## config.mk

```make
export PLATFORM = sky130hd
export DESIGN_NAME = bitserial_logic_seq
export DESIGN_NICKNAME = d
export VERILOG_FILES = /design/src/rtl/logic_seq_pkg.sv /design/src/rtl/bitserial_logic_seq_blu.sv /design/src/rtl/bitserial_logic_seq.sv
export SDC_FILE = /design/constraint.sdc
export NUM_CORES = 1
export LEC_CHECK = 0
export CORE_ASPECT_RATIO = 1.4
export CORE_MARGIN = 2
export CORE_UTILIZATION = 25
export CTS_BUF_LIST = sky130_fd_sc_hd__clkbuf_2
export CTS_CLUSTER_SIZE = 8
export DETAILED_ROUTE_END_ITERATION = 16
export PLACE_DENSITY = 0.58
export SLEW_MARGIN = 20
export SYNTH_ARGS = -nofsm -noshare
export SYNTH_HDL_FRONTEND = slang
export SYNTH_SLANG_ARGS = --single-unit
```

## constraint.sdc

```tcl
create_clock -name clk -period 1.58 [get_ports clk]
set_input_delay 0.474 -clock clk [delete_from_list [all_inputs] [get_ports clk]]
set_output_delay 0.474 -clock clk [all_outputs]
set_load 0.005 [all_outputs]
```

## src/rtl/logic_seq_pkg.sv

```systemverilog
// Shared encodings for the bit-serial logic sequencer: operation codes and FSM states.
package logic_seq_pkg;
  localparam logic [1:0] OP_AND = 2'd0;
  localparam logic [1:0] OP_OR  = 2'd1;
  localparam logic [1:0] OP_XOR = 2'd2;
  localparam logic [1:0] OP_NOT = 2'd3;

  localparam logic [1:0] ST_IDLE = 2'd0;
  localparam logic [1:0] ST_RUN  = 2'd1;
  localparam logic [1:0] ST_DONE = 2'd2;
endpackage

```

## src/rtl/bitserial_logic_seq_blu.sv

```systemverilog
// One-bit logic unit: four primitive gates followed by a 4:1 select on op.
module and_gate (input logic a, input logic b, output logic y);
  assign y = a & b;
endmodule

module or_gate (input logic a, input logic b, output logic y);
  assign y = a | b;
endmodule

module xor_gate (input logic a, input logic b, output logic y);
  assign y = a ^ b;
endmodule

module not_gate (input logic a, output logic y);
  assign y = ~a;
endmodule

module bit_logic_unit
  import logic_seq_pkg::*;
(
  input  logic [1:0] op,
  input  logic       x,
  input  logic       y,
  output logic       z
);
  logic w_and, w_or, w_xor, w_not;

  and_gate u_and (.a(x), .b(y), .y(w_and));
  or_gate  u_or  (.a(x), .b(y), .y(w_or));
  xor_gate u_xor (.a(x), .b(y), .y(w_xor));
  not_gate u_not (.a(x), .y(w_not));

  always_comb begin
    case (op)
      OP_AND:  z = w_and;
      OP_OR:   z = w_or;
      OP_XOR:  z = w_xor;
      default: z = w_not;
    endcase
  end
endmodule

```

## src/rtl/bitserial_logic_seq.sv

```systemverilog
// Bit-serial sequencer: one WIDTH-bit AND/OR/XOR/NOT per handshake, one bit per clock, LSB first.
// Define BSEQ_BACK2BACK_EN to let DONE accept the next request in the same cycle as the pop.
module bitserial_logic_seq
  import logic_seq_pkg::*;
#(
  parameter int WIDTH = 8
) (
  input  logic             clk,
  input  logic             rst,
  input  logic             in_valid,
  output logic             in_ready,
  input  logic [1:0]       op,
  input  logic [WIDTH-1:0] a,
  input  logic [WIDTH-1:0] b,
  output logic             out_valid,
  input  logic             out_ready,
  output logic [WIDTH-1:0] result,
  output logic             busy
);
  localparam int CW = $clog2(WIDTH + 1);
  localparam logic [CW-1:0] CNT_LAST = CW'(WIDTH - 1);

  logic [1:0]       r_state;
  logic [CW-1:0]    r_cnt;
  logic [1:0]       r_op;
  logic [WIDTH-1:0] r_a, r_b, r_res_sh, r_result;
  logic             w_bit, w_accept;
  logic [WIDTH-1:0] w_res_next;

  bit_logic_unit u_blu (.op(r_op), .x(r_a[0]), .y(r_b[0]), .z(w_bit));

  generate
    if (WIDTH == 1) begin : g_w1
      assign w_res_next = w_bit;
    end else begin : g_wn
      assign w_res_next = {w_bit, r_res_sh[WIDTH-1:1]};
    end
  endgenerate

`ifdef BSEQ_BACK2BACK_EN
  assign in_ready = (r_state == ST_IDLE) | ((r_state == ST_DONE) & out_ready);
`else
  assign in_ready = (r_state == ST_IDLE);
`endif
  assign w_accept  = in_valid & in_ready;
  assign out_valid = (r_state == ST_DONE);
  assign busy      = (r_state != ST_IDLE);
  // r_result only moves when a new result completes, so it also holds the last delivered value
  assign result    = r_result;

  always_ff @(posedge clk or posedge rst) begin
    if (rst) begin
      r_state  <= ST_IDLE;
      r_cnt    <= '0;
      r_op     <= OP_AND;
      r_a      <= '0;
      r_b      <= '0;
      r_res_sh <= '0;
      r_result <= '0;
    end else if (w_accept) begin
      r_a     <= a;
      r_b     <= b;
      r_op    <= op;
      r_cnt   <= '0;
      r_state <= ST_RUN;
    end else begin
      case (r_state)
        ST_RUN: begin
          r_a      <= r_a >> 1;
          r_b      <= r_b >> 1;
          r_res_sh <= w_res_next;
          r_cnt    <= r_cnt + 1'b1;
          if (r_cnt == CNT_LAST) begin
            r_result <= w_res_next;
            r_state  <= ST_DONE;
          end
        end
        ST_DONE: if (out_ready) r_state <= ST_IDLE;
        ST_IDLE: r_state <= ST_IDLE;
        default: r_state <= ST_IDLE;
      endcase
    end
  end
endmodule

```

==> results of run 1 <==
==> timing repair <==
| action | 4_1_cts | 5_1_grt |
|---|---|---|
| endpoints found under the hold margin | 0 | 0 |
| gates cloned | 0 | 3 |
| pin swaps | 3 | 7 |
| setup endpoints to repair | 13 | 34 |
| buffers inserted | 4 | 6 |
| resized for setup | 31 | 42 |
==> cells in the final DEF (no fill, tap or decap), drive strengths merged <==
cell type	count
mux2	11
nand3	1
clkbuf	10
a22oi	14
nor2b	2
nand2	55
clkdlybuf4s50	21
a21o	3
nor3b	2
clkinv	2
nor3	2
nand2b	2
ha	3
clkdlybuf4s15	3
nor2	1
buf	27
dfrtp	39
bufinv	1
inv	6
o21ai	7
o21bai	1
mux4	1
==> sequential cells by signal, indices dropped and copies added (netlist names) <==
name / count
r_b: 8
r_op: 2
result: 8
r_a: 8
r_state: 2
r_res_sh: 7
r_cnt: 4
==> layout make-up <==
class	instances	area share, %
clock buffers	5	1.038
inverters	6	0.9346
well taps	74	3.842
multi-input cells	105	30.37
flip-flops and latches	39	40.50
clock inverters	3	1.610
repair buffers	56	21.70
==> per-layer routing <==
metal  wire length [um]  share of wire, %
met5                  0                 0
met4                 59               1.6
met3                131               3.5
met2               1940                52
met1               1582                43
==> stage by stage <==
stage,utilization [%],area (um2)
after floorplan,-,1662
after global placement,33.02,2155
after detailed placement,33.02,2155
after CTS,34.61,2258
after global routing,36.93,2410
final,36.93,2410
==> power by group through the flow <==
stage          clock [mW]  combinational (mW)  sequential [mW]
4_1_cts             0.624                1.53             1.69
5_1_grt             0.666                1.99             1.76
3_3_place_gp            0                1.46             1.71
2_1_floorplan           0               0.900             1.67
6_report            0.591                1.78             1.70
3_5_place_dp            0                1.50             1.72
==> worst min path at each step <==
stage                     start          end  slack [ps]  cells past startpoint
finish                      rst    result[1]         390                      3
floorplan           r_res_sh[1]  r_res_sh[1]         440                      2
detailed placement       r_a[3]       r_a[3]         460                      2
global route                rst    result[1]         360                      3
CTS                         rst    result[1]         370                      3
global placement    r_res_sh[1]  r_res_sh[1]         460                      2
==> kinds of logic after synthesis <==
family / after synthesis / share of synthesized area [%]
AND/OR/NAND/NOR: 65 / 16.64
flip-flops: 39 / 58.74
AO/OA/AOI/OAI: 25 / 10.24
buffers and inverters: 13 / 3.313
multiplexers: 12 / 8.810
adder cells (fa/ha/maj): 3 / 2.259
==> worst min-delay path, stage by stage <==
cell                              delay, ps
sky130_fd_sc_hd__clkdlybuf4s50_1        390
sky130_fd_sc_hd__inv_1                   90
sky130_fd_sc_hd__buf_12                 230
==> flow_results.org, run 1 <==
** Clock tree
- After clock tree synthesis, the clock-pin slew on the worst setup and hold paths is between 200 and 250 ps.
- Counting the buffers created by CTS gives 5.
- Cell at the root of the clock tree :: sky130_fd_sc_hd__clkbuf_2
- The longest clock path from root to sink contains 2 buffers.
- The H-tree was split into 2 levels.
- TritonCTS built the clock tree.
- Post-CTS Hold Fix Bufs :: 0
- Number of clock sinks seen by CTS :: 39
- At the later pin of the worst-skew pair, clock insertion delay measures ~400 ps.

** Placed design
- Half-perimeter wire length after detailed placement :: about 2400 um
- Prior to clock tree synthesis, the placed netlist has a worst setup slack of -217.3 ps.
- After detailed placement, the design holds a cell count of approximately 270.
- Routability-driven placement finished with a final weighted congestion of about 0.74.
- Number of buffers inserted by port buffering :: 32

** Synthesis
- Mean Syn Cell Area :: between 10 and 15 um2
- Synthesis produced a netlist whose cell count is 157.
- Cell taking the most area after synthesis :: sky130_fd_sc_hd__dfrtp_1
- Ranked by instance count, the synthesized netlist is headed by sky130_fd_sc_hd__nand2_1, sky130_fd_sc_hd__dfrtp_1, sky130_fd_sc_hd__a22oi_1, sky130_fd_sc_hd__mux2_2, sky130_fd_sc_hd__o21ai_0.
- Synthesis produced a netlist with a net count of 182.
- The share of the Yosys chip area taken by registers is slightly below 60%.
- Most frequent cell after synthesis :: sky130_fd_sc_hd__nand2_1
- The most used flip-flop cell after synthesis is sky130_fd_sc_hd__dfrtp_1.
- Distinct cell type count after synthesis :: 19
- In this run the biggest area consumer among cell types represents about three fifths of the synthesized area.
- The mapped netlist covers 1662 um2.
- Synth async-reset ratio :: 100.0%
- Number of flip-flops and latches in the synthesized netlist :: 39
- Yosys attributes the largest share of cell area to sky130_fd_sc_hd__dfrtp_1, sky130_fd_sc_hd__nand2_1, sky130_fd_sc_hd__mux2_2, sky130_fd_sc_hd__a22oi_1, sky130_fd_sc_hd__ha_1.
- Number of warnings reported in the yosys synthesis log :: 0
- Yosys mapped a number of flops with a built-in enable equal to 0.

** Final layout
- Combined area of the multi-input logic cells :: roughly 730 um2
- Number of antenna cells inserted :: 0
- Compared with the post-synthesis result, the final layout area differs by 45.03%.
- Cells with a size suffix above 1 make up approximately a third of the layout.
- Filler Cell Count :: about 670
- The count of cells in the finished layout, fillers not included, comes to 288.
- Register cell area after layout :: a little under 1000 um2
- After the last flow step, the layout net total stands at ~240.

** Pwr
- IR analysis of the VDD net gives a maximum drop of 0.0004178 V.
- Net load switching power :: between 1 and 1.5 mW
- Power comes to between 4 and 5 mW.
- Leakage :: 1.182 nW
- Total power per unit cell area :: between 1500 and 2000 nW/um2
- Combinational logic burns 43.8% of the power.
- Internal Power :: between 2 and 3 mW
- Switching power as a share of total power :: approximately 34%
- The clock network accounts for roughly 14% of the total power.
- Sequential cells burn between 40% and 50% of the power.

** Setup path
- The endpoint identified for the worst register-to-register timing path is r_b[2].
- Type of the worst setup path :: reg -> out
- Worst setup EP type :: output port
- In this run the worst setup path begins at r_state[1].
- The number of cells on the worst reg-to-reg path is 8.
- Cell family with most CP delay :: flip-flops
- STA puts the critical path data required time at roughly 1100 ps.
- The critical path runs through a total of 3 cells.
- Critical path's slowest cell :: sky130_fd_sc_hd__dfrtp_1
- Of all nets on the critical path, the largest fanout is 2.
- Setup slack on the worst reg-to-reg path comes out at -50 ps.
- The critical path contains buffers and inverters numbering 2 combined.
- For the worst setup path, the data arrival time is 1180 ps.
- In this run the critical register-to-register path is launched from r_state[1].
- The largest single stage delay on the critical path is around 440 ps.
- The signal on the critical path passes through buf_6, nor2b_4, buf_2.
- The worst setup path is launched from a flop.
- Last element of the critical path :: out_valid

** Status
- Violations in the final reports :: negative setup slack
- The flow ran to the end, but the final reports show violations.

** Route
- Residual antenna-violating net count after detailed routing :: 0
- The detailed router finished its first iteration with 55 violations.
- Routed wire length :: roughly 3700 um
- After detailed routing, the number of vias per cell comes to between 4 and 5.
- DR pass1 iterations :: 4
- Remaining DRCs :: 0
- Final routed wire length divided by cell count :: roughly 13 um
- The final route contains 1,295 vias.

** STA
- In the post-route analysis, the smallest setup slack over all paths is -71.83 ps.
- Final Hold Fails :: 0
- The worst pin sits at a relative slew slack of 74.91%.
- Final TNS setup :: -348.1 ps
- Subtracting the final worst setup slack from the clock period gives 1652 ps.
- The worst path uses 104.5% of the clock period.
- Clock skew on the completed layout was measured at around 23 ps.
- Count of final setup violators :: 13
- On the final layout, the worst hold slack is just under 400 ps.
- Static timing analysis puts the maximum clock frequency at 0.6054 GHz.
- The max-slew violation count was 0.
- For the pin with the worst max-slew slack, the measured transition is roughly 380 ps.
- Setup repair after global routing could not meet its margin everywhere.

** Floorplan
- 33 I/O pins were placed.
- The die covers ~7300 um2.
- Total core area :: around 6500 um2
- Cell row count :: 35
- Vertical die dimension :: 100.5 um
- Effective utilization at floorplan :: around 25%
- Die Wd :: 72.90 um

** GRT
- For met3 alone, demand over resource in global routing was ~2.8%.
- The via count of the first global-routing pass was about 1,300.
- Entering global routing, the biggest net connects 40 pins.
- Most used routing layer :: met2
- The number of antenna violations at the first check in global routing is 0.
- Global-route met1 utilization :: approximately an eighth
- Global routing consumed, over all layers together, 10.44% of the routing resources.
- Overall overflow remaining after global route :: 0
- In the global route stage, met2 resource usage came out at roughly 18%.
- First-pass GRT wire length :: about 6000 um

** Job
- Max-cap violations :: 0

** Min path
- Worst Hold Class :: in -> async
Power figures use the tool's default switching activity.
==> run 2, diff against run 1 <==
--- a/config.mk
+++ b/config.mk
@@ -11,8 +11,10 @@
 export CTS_BUF_LIST = sky130_fd_sc_hd__clkbuf_2
 export CTS_CLUSTER_SIZE = 8
 export DETAILED_ROUTE_END_ITERATION = 16
+export GPL_TIMING_DRIVEN = 0
+export HOLD_SLACK_MARGIN = 0.1
 export PLACE_DENSITY = 0.58
-export SLEW_MARGIN = 20
+export SLEW_MARGIN = 25
 export SYNTH_ARGS = -nofsm -noshare
 export SYNTH_HDL_FRONTEND = slang
 export SYNTH_SLANG_ARGS = --single-unit
==> flow_results.org, run 2 (synthesis gave the netlist of run 1 again) <==
** Setup path
- Critical Path Source Type :: flop
- Worst setup EP type :: flop
- Of all nets on the critical path, the largest fanout is 5.
- Required @ worst endpoint :: roughly 1900 ps
- R2R Path End :: result[3]
- Delay of the slowest cell on the worst path :: between 400 and 500 ps
- Data arrives at the worst endpoint at between 2000 and 2500 ps.
- The number of buffers and inverters on the critical path is 3.
- The critical path is of the reg -> reg type.
- Crit Reg-Reg Startpoint :: r_state[1]
- Tracing the worst setup path back leads to its startpoint at r_state[1].
- Worst Reg2Reg Path Length in Cells :: 6
- Sequence of cells on the critical path :: buf_4, buf_6, nand2b_4, nor3_4, clkbuf_16, mux2_2
- The kind of cell with the highest combined delay along the critical path is buffers and inverters.
- Critical path's slowest cell :: sky130_fd_sc_hd__dfrtp_1
- The setup check on the worst reg-to-reg path leaves a slack of -140 ps.

** Clock tree
- TritonCTS built the clock tree.
- Clock tree synthesis selected as its root buffer the cell sky130_fd_sc_hd__clkbuf_2.
- Post-CTS Hold Fix Bufs :: 0
- Clock slew seen by the registers of the worst setup and hold paths :: around 190 ps
- The later pin in the worst-skew pair is clocked with a latency of about 390 ps.
- The clock drives 39 sinks.
- H-Tree Depth :: 2
- Maximum number of buffers from clock root to sink :: 2
- CTS buffer count :: 5

** Floorplan
- Cell row count :: 35
- For this configuration, the core starts out at a cell density of ~25%.
- Total core area :: about 6500 um2
- Vertical die dimension :: about 100 um
- The floorplan step defined a die boundary enclosing 7324 um2.
- In this run the horizontal extent of the chip is around 73 um.
- 33 I/O pins were placed.

** Status
- The run finished, with violations left.
- Violations in the final reports :: negative setup slack

** STA
- Setup violations remaining at the end of the flow were counted as 11.
- The clock arrives with 5.913 ps of skew.
- Setup repair after global routing could not meet its margin everywhere.
- After layout, the worst setup slack is -138.3 ps.
- For the pin with the worst max-slew slack, the measured transition is about 350 ps.
- Subtracting the final worst setup slack from the clock period gives 1718 ps.
- Achievable clock frequency :: around 0.58 GHz
- Final Hold Fails :: 0
- Share of the clock period used by the worst path :: 108.8%
- Headroom to the max-slew limit came out at about three quarters.
- The max-slew violation count came to 0.

** Route
- In this run, the number of DRC markers left after iteration 0 of detailed routing was 50.
- After detailed routing, the number of remaining DRC violations is 0.
- The routed layout has between 1,000 and 1,500 vias.
- Before antenna repair, the detailed router went through 4 iterations.
- Routed wire length :: approximately 3700 um
- Drt via density :: approximately 4.5
- The detail route stage leaves a number of antenna-violating nets equal to 0.
- In the final routed layout, each cell accounts on average for about 13 um.

** Final layout
- Leaving out fill and tap cells, the most frequent cells in the layout are sky130_fd_sc_hd__nand2_1, sky130_fd_sc_hd__dfrtp_1, sky130_fd_sc_hd__clkdlybuf4s50_1, sky130_fd_sc_hd__buf_4, sky130_fd_sc_hd__a22oi_1.
- Summing all non-filler instances in the final layout gives an area of around 2500 um2.
- Share of layout cells above drive strength 1 :: 29.36%
- Leaving out fill and tap cells, the most frequent cell in the layout is sky130_fd_sc_hd__nand2_1.
- For this run, the post-layout net count is 242.
- Filler Cell Count :: 658
- In the final layout, the multi-input gates occupy around 720 um2.
- Post-route core utilization :: a little under two fifths
- The area growth from synthesis to layout is 47.74%.
- Register cell area after layout :: 975.9 um2
- Number of antenna cells inserted :: 0

** GRT
- GR Util All Layers :: 10.87%
- Via count of the first global-routing pass :: 1,345
- The first global-routing pass estimated 6147 um of wire.
- Number of antenna violations at the first check in global routing :: 0
- Largest net degree at the start of global routing :: 26
- Overall overflow remaining after global route :: 0

** Placed design
- Placer congestion estimate :: approximately 0.68
- Placement Setup Slack :: -489.3 ps
- Number of buffers inserted by port buffering :: 32
- Half-perimeter wire length after detailed placement :: between 2000 and 2500 um
- Area post-placement :: ~2100 um2

** Pwr
- In this run the static leakage power is about 1.2 nW.
- For this design the ratio of total power to cell area is ~1700 nW/um2.
- Across the VDD grid, the largest voltage drop is 0.0004695 V.

** Job
- Max-cap violations :: 0

** Min path
- Worst Hold Class :: in -> async
[run 2: cell types whose count changed in the layout (fill, tap and decap cells not counted), moves of 3 or more]
cell and delta:
sky130_fd_sc_hd__a22oi_2 -4, sky130_fd_sc_hd__clkbuf_2 -3, sky130_fd_sc_hd__clkdlybuf4s15_1 +4, sky130_fd_sc_hd__o21ai_0 +3, sky130_fd_sc_hd__mux2_2 +3, sky130_fd_sc_hd__a22oi_1 +4
sky130_fd_sc_hd__mux2_4 -3
[run 2: what timing repair did]
item                                   in CTS  in global routing
buffers inserted                           14                  5
endpoints found under the hold margin       0                  0
cloned                                      0                  1
pin swaps                                   3                  4
resized for setup                          29                 40
setup endpoints to repair                  37                 44
[run 2: cell type report]
| cell class | count | share of cell area (%) |
|---|---|---|
| plain buffers | 7 | 2.650 |
| clock buffers | 5 | 1.019 |
| clock inverters | 3 | 1.580 |
| inverters | 6 | 0.9174 |
| multi-input cells | 105 | 29.15 |
| flip-flops and latches | 39 | 39.76 |
| well taps | 74 | 3.772 |
| repair buffers | 53 | 21.15 |
[run 2: worst max-delay path by stage]
stage	end	slack, ps	cells after the start
4_1_cts	busy	-130	4
5_1_grt	out_valid	-180	3
2_1_floorplan	r_res_sh[7]	80	4
6_report	result[3]	-140	6
3_5_place_dp	r_b[5]	-490	5
3_3_place_gp	r_a[2]	-670	2
[run 2: worst reg2reg max path: stages (launching register included)]
cell	delay [ps]
sky130_fd_sc_hd__dfrtp_1	430
sky130_fd_sc_hd__buf_4	150
sky130_fd_sc_hd__buf_6	120
sky130_fd_sc_hd__nand2b_4	150
sky130_fd_sc_hd__nor3_4	270
sky130_fd_sc_hd__clkbuf_16	200
sky130_fd_sc_hd__mux2_2	320
[run 2: metal layers]
layer / vias up / track usage (%) / part of all wire [%]
li1: 645 / - / -
met1: 642 / 13.19 / 42
met2: 30 / 18.25 / 52
met3: 7 / 2.500 / 4.0
met4: 0 / 4.701 / 2.0
met5: - / 0 / 0
[run 2: power by group]
part | switching (mW) | internal, mW
combinational | 0.807 | 1.05
sequential | 0.282 | 1.42
clock | 0.326 | 0.260
total | 1.41 | 2.73
[run 2: through the flow]
step,setup TNS [ps],power [mW],instances,hold slack [ps]
2_1_floorplan,0,2.566,157,440.2
3_3_place_gp,-35280,3.070,263,458.0
3_5_place_dp,-10130,3.128,264,463.1
4_1_cts,-327.2,3.882,286,332.0
5_1_grt,-1608,4.500,292,329.1
6_report,-995.9,4.144,292,338.5
